File: config.mk
export PLATFORM = sky130hd
export DESIGN_NAME = regfile_write_arbiter
export DESIGN_NICKNAME = d
export VERILOG_FILES = /design/src/rtl/regfile_write_arbiter.sv
export SDC_FILE = /design/constraint.sdc
export NUM_CORES = 1
export LEC_CHECK = 0
export ABC_AREA = 1
export BUFFER_PORTS_ARGS = -buffer_cell sky130_fd_sc_hd__buf_2
export CORE_MARGIN = 4
export CORE_UTILIZATION = 35
export CTS_CLUSTER_DIAMETER = 60
export CTS_CLUSTER_SIZE = 25
export DETAILED_ROUTE_END_ITERATION = 10
export GPL_TIMING_DRIVEN = 0
export HOLD_SLACK_MARGIN = 0.08
export PLACE_DENSITY_LB_ADDON = 0.2
export REMOVE_ABC_BUFFERS = 1
export SLEW_MARGIN = 20
export SYNTH_ARGS = -nofsm -noshare
export SYNTH_HDL_FRONTEND = slang
export SYNTH_SLANG_ARGS = --single-unit
File: constraint.sdc
create_clock -name clock -period 2.31 [get_ports clock]
set_clock_uncertainty 0.15 [all_clocks]
set_input_delay 0.462 -clock clock [delete_from_list [all_inputs] [get_ports clock]]
set_output_delay 0.462 -clock clock [all_outputs]
set_load 0.02 [all_outputs]
File: src/rtl/regfile_write_arbiter.sv
// Register-file write port arbiter: clears all 32 registers after reset, then arbitrates
// writeback vs. debug writes, with a starvation counter that bounds debug wait time.
module regfile_write_arbiter #(
  parameter int DBG_MAX_WAIT   = 4,
  parameter int CLEAR_ON_RESET = 1
) (
  input  logic        clock,
  input  logic        reset,
  input  logic        wb_req,
  input  logic [4:0]  wb_addr,
  input  logic [31:0] wb_data,
  output logic        wb_ack,
  input  logic        dbg_req,
  input  logic [4:0]  dbg_addr,
  input  logic [31:0] dbg_data,
  output logic        dbg_ack,
  output logic        rf_write,
  output logic [4:0]  rf_write_address,
  output logic [31:0] rf_write_data,
  output logic        clear_busy
);

  localparam int SW = (DBG_MAX_WAIT < 1) ? 1 : $clog2(DBG_MAX_WAIT + 1);

  typedef enum logic {CLEAR, RUN} state_t;

  state_t        state, state_next;
  logic [4:0]    clr_cnt;
  logic [SW-1:0] starve_cnt, starve_next;
  logic          starved;

  always_comb begin
    wb_ack      = 1'b0;
    dbg_ack     = 1'b0;
    state_next  = state;
    starve_next = '0;
    starved     = (starve_cnt == SW'(DBG_MAX_WAIT));
    if (!reset && state == RUN) begin
      dbg_ack = dbg_req && (!wb_req || starved);
      wb_ack  = wb_req && !dbg_ack;
    end
    if (state == CLEAR && clr_cnt == 5'd31)
      state_next = RUN;
    // Saturates at DBG_MAX_WAIT; reaching it forces the next debug grant.
    if (state == RUN && dbg_req && !dbg_ack)
      starve_next = starved ? starve_cnt : starve_cnt + SW'(1);
  end

  always_ff @(posedge clock) begin
    if (reset) begin
      state            <= (CLEAR_ON_RESET != 0) ? CLEAR : RUN;
      clear_busy       <= (CLEAR_ON_RESET != 0);
      clr_cnt          <= '0;
      starve_cnt       <= '0;
      rf_write         <= 1'b0;
      rf_write_address <= '0;
      rf_write_data    <= '0;
    end else begin
      state      <= state_next;
      clear_busy <= (state_next == CLEAR);
      clr_cnt    <= (state == CLEAR) ? clr_cnt + 5'd1 : '0;
      starve_cnt <= starve_next;
      if (state == CLEAR) begin
        rf_write         <= 1'b1;
        rf_write_address <= clr_cnt;
        rf_write_data    <= '0;
      end else if (wb_ack) begin
        // x0 is hardwired zero: grant and ack, but suppress the write.
        rf_write         <= (wb_addr != 5'd0);
        rf_write_address <= wb_addr;
        rf_write_data    <= wb_data;
      end else if (dbg_ack) begin
        rf_write         <= (dbg_addr != 5'd0);
        rf_write_address <= dbg_addr;
        rf_write_data    <= dbg_data;
      end else begin
        rf_write <= 1'b0;
      end
    end
  end

endmodule

==> Word-level counts from Yosys, hierarchy flattened <==
Index checks and enable logic that the tools add are counted.
W data, S select, Z words.
{ "op_classes": {"n_addsub": 2, "multipliers": 0, "div": 0, "magnitude_cmp": 0, "n_eq_ne": 3, "shifts": 0, "mux": 11, "n_bitwise": 3, "reduce_logical": 17} }
{ "ops": {"columns": ["cell", "n"], "rows": [
  ["$mux W32", 2],
  ["$mux W5", 3],
  ["$reduce_bool A5 Y1", 2],
  ["$logic_and A1 B1 Y1", 6],
  ["$mux W1", 6],
  ["$reduce_or A2 Y1", 3],
  ["$add A5 B1 Y5 const B", 1],
  ["$eq A5 B5 Y1 const B", 1],
  ["$logic_not A1 Y1", 4],
  ["$add A3 B1 Y3 const B", 1],
  ["$eq A3 B3 Y1 const B", 1],
  ["$ne A3 B3 Y1 const B", 1],
  ["$not A1 Y1", 3],
  ["$reduce_bool A2 Y1", 1],
  ["$logic_or A1 B1 Y1", 1]
]} }
{ "word_totals": {"regBits": 48, "latchBits": 0, "ramBits": 0, "rom_bits": 0, "in_bits": 78, "out_inout_bits": 41, "wordCells": 43, "memories": 0} }

==> Depth between registers and ports, before layout <==
{ "depth": {"depth_word": 8, "depth_mapped": 10, "mapped_depth_nobuf": 10} }

==> Least setup slack after synthesis <==
OpenSTA, ideal clock, no wires.
{ "synth_path": {"path_type": "register -> output", "startpoint": "reg starve_cnt[0]", "endpoint": "out wb_ack", "t_arrival_ps": 1185, "required_ps": 1698, "path_slack_ps": 513, "stages_incl_launch_ff": 7, "n_path_buf": 1, "cell_sequence": "dfxtp_1 > inv_1 > ha_1 > nand3_1 > nand3_1 > inv_2 > buf_2"} }
{ "synth_via": {"elab_chain_len": 6} }
{ "synth_rtl": {"columns": ["item", "line", "rtl"], "rows": [
  ["start: declaration", "29", "logic [SW-1:0] starve_cnt, starve_next;"],
  ["start signal: assignment", "62", "starve_cnt <= starve_next;"],
  ["$eq A3 B3 Y1", "37", "starved = (starve_cnt == SW'(DBG_MAX_WAIT));"],
  ["$logic_or A1 B1 Y1", "39", "dbg_ack = dbg_req && (!wb_req || starved);"],
  ["$logic_and A1 B1 Y1", "39", null],
  ["$logic_not A1 Y1", "40", "wb_ack = wb_req && !dbg_ack;"],
  ["$logic_and A1 B1 Y1", "40", null],
  ["$mux W1", "38", "if (!reset && state == RUN) begin"],
  ["end: declaration", "12", "output logic wb_ack,"]
]} }
Every way passes these cells.

==> Worst setup path after layout <==
Same ends and word-level chain as after synthesis.

==> flow_summary.toml <==
[yosys]
synth_seq_cells = 48
synthMostInstantiatedCell = "nand2_1"
netlist_instances = 397
async_reset_ff_frac = 0
synth_edf_count = 0
syn-cell-area_mm2 = 0.00245
synth-seq-area-share = 0.392
ys_top_cells_by_area = "dfxtp_1 (39%), nand2_1 (17%), nor2_1 (14%), nand3_1 (10%), inv_1 (8.9%)"
synth_area_per_cell_um2 = 6.17
yosysUniqueCellTypes = 18
yosysWarnings = 0
synth_top_cell_area_share = 0.392
ys.flop_type = "dfxtp_1"
yosys.area.top_type = "dfxtp_1"
synth_common_cells = "nand2_1 (110), nor2_1 (90), inv_1 (58), nand3_1 (50), dfxtp_1 (48)"

[layout]
fillers = 712
n_antenna_cell = 0
drive_gt1_frac = 0.276
multi_input_area_mm2 = 0.00118
final_cells = 606
ff_latch_area_um2 = 966
fin_util = 0.483
final_nets = 591
syn_to_final_growth_pct = 33.9

[cts]
cts_root_buffer = "clkbuf_8"
path_clk_slew_ps = 80
cts_buffer_depth = 2
cts_max_level = 2
cts_sinks = 48
cts_inserted_buffers = 5
clock_latency_ps = 290
cts_tree = "done"
ctsHoldBuffers = 0

[floorplan]
die_h_um = 91.7
dieWidth_um = 91.7
die_area_mm2 = 0.00841
rows = 30
io-pin-count = 119
start_util = 0.361
core_region_area_mm2 = 0.00679

[timing]
fin_crit_sh = 0.957
final_hold_viol_count = 0
slew_headroom = 0.520
worstMarginPinSlew_ps = 720
fmax_mhz = 453
setup-violations-final = 0
drv_slew = 0
period_needed_ps = 2210
rsz0062_at_grt = "no"

[drt]
ant_nets = 0
routedWlPerCell_um = 11.0
drt_first_iter_violations = 63
drc = 0
via_per_inst = 4.33
firstDrtPassIters = 5
wirelength_um = 6650
via_count = 2622

[grt]
grt_max_degree = 69
grt-ovfl-total = 0
grt_pass1_vias = 2277
grt_antenna_before_repair = 0
grt_usage = 0.151
grt_pass1_wl_um = 10500

[worst_setup_path]
critPathCaptureType = "output port"
rrSetupSlack_ps = 470
cpMostUsedCell = "nand3_4"
crit_arrival_ps = 1600
cp.required_ps = 1700
slowest_delay_ps = 330
worst-path-buf-inv = 4
criticalPathCategory = "flop to output port"
reg2reg_depth = 5
crit_fanout = 34
timing.rr.start = "state$_SDFF_PP0_"
slowest_stage = "dfxtp_2"
r2r-end = "rf_write_address[2]$_SDFFE_PP0P_"
critical_path.startpoint = "starve_cnt[0]$_SDFFE_PP0N_"
crit_path_start_kind = "flop"
critical_path.top_delay_family = "buffers and inverters"
crit_chain = "inv_1 > ha_2 > nand3_4 > nand3_4 > buf_16 > clkinv_16 > buf_4"

[pwr]
p_leak_nw = 1.77
vdd_drop_max_uv = 230
power_density_mw_per_mm2 = 449
power_mw = 1.47

[worst_hold_path]
hp-class = "flop to flop"
whs_path_depth = 1
hold_path_end = "starve_cnt[0]$_SDFFE_PP0N_"
min_from = "starve_cnt[0]$_SDFFE_PP0N_"

[placed_design]
place.gp.congestion = 0.792
place_hpwl_um = 4650
numPortBuffers = 118
dp.cells = 594

[job]
maxCapViolCount = 0

[run_status]
outcome = "completed"
-- per-layer routing --
layer | track usage | vias to the layer above | routed length [µm]
met5 | 0 | - | 0
met4 | 0.0402 | 0 | 50
met3 | 0.0336 | 5 | 456
met2 | 0.262 | 78 | 3260
met1 | 0.189 | 1134 | 2890
li1 | - | 1405 | -
-- where the power goes --
| group | internal, mW | total (mW) | switching (mW) |
|---|---|---|---|
| Clock | 0.244 | 0.517 | 0.273 |
| Combinational | 0.0651 | 0.118 | 0.0530 |
| Sequential | 0.833 | 0.838 | 0.00508 |
| Total | 1.14 | 1.47 | 0.332 |
-- metrics by stage --
| step | cell area [µm²] | setup TNS, ps | setup slack, ps | hold slack, ps |
|---|---|---|---|---|
| 2_1_floorplan | 2330 | -9320 | -402 | 267 |
| 3_3_place_gp | 3040 | -39860 | -1480 | 281 |
| 3_5_place_dp | 3080 | -7520 | -576 | 291 |
| 4_1_cts | 3220 | 0 | 2.41 | 263 |
| 5_1_grt | 3280 | 0 | 22.8 | 267 |
| 6_report | 3280 | 0 | 100 | 271 |
-- cells by family after synthesis --
logic type	after synthesis	synth area share
AO/OA/AOI/OAI	12	0.0255
XOR/XNOR	1	0.00357
adder cells (fa/ha/maj)	4	0.0204
buffers and inverters	79	0.142
flip-flops	48	0.392
AND/OR/NAND/NOR	253	0.417
-- final cells by class --
| cell class | count | area share |
|---|---|---|
| clock buffer | 7 | 0.0263 |
| clock inverter | 1 | 0.00229 |
| inverter | 61 | 0.0777 |
| multi-input combinational | 270 | 0.359 |
| sequential | 48 | 0.294 |
| tap | 96 | 0.0366 |
| timing repair buffer | 123 | 0.204 |
-- state kept, by name, summed over array words and instances, names as in the netlist --
register,flops
rf_write_data,32
clr_cnt,5
rf_write_address,5
starve_cnt,3
clear_busy,1
rf_write,1
state,1
-- worst max path at each step --
stage                   to  cells after the start
finish              wb_ack                      7
global placement    wb_ack                      5
CTS                 wb_ack                      7
detailed placement  wb_ack                      6
global route        wb_ack                      7
floorplan           wb_ack                      5
-- repair_timing --
| item | in CTS | in global routing |
|---|---|---|
| hold endpoints to repair | 0 | 0 |
| gates cloned | 0 | 1 |
| buffers inserted | 1 | 2 |
| pin swaps | 1 | 1 |
| gates resized for setup | 9 | 6 |
| endpoints found under the setup margin | 34 | 1 |
-- cell usage in the layout (no fill, tap or decap) --
cell / instances
ha_1: 3
clkinv_16: 1
o21bai_1: 1
buf_2: 117
dfxtp_2: 1
buf_16: 1
a21oi_1: 7
nor3b_1: 1
inv_2: 2
nand2_2: 1
o21ai_0: 4
dfxtp_4: 1
ha_2: 1
inv_1: 58
nand3_4: 2
clkbuf_1: 1
buf_4: 4
clkbuf_8: 6
nand4_1: 1
nand2_4: 1
dfxtp_1: 46
nor2_1: 89
nor2_2: 1
clkinvlp_4: 1
clkbuf_16: 1
xnor2_1: 1
nand2_1: 109
nand3_1: 48
Note: power is estimated with default switching activity, not from simulation.
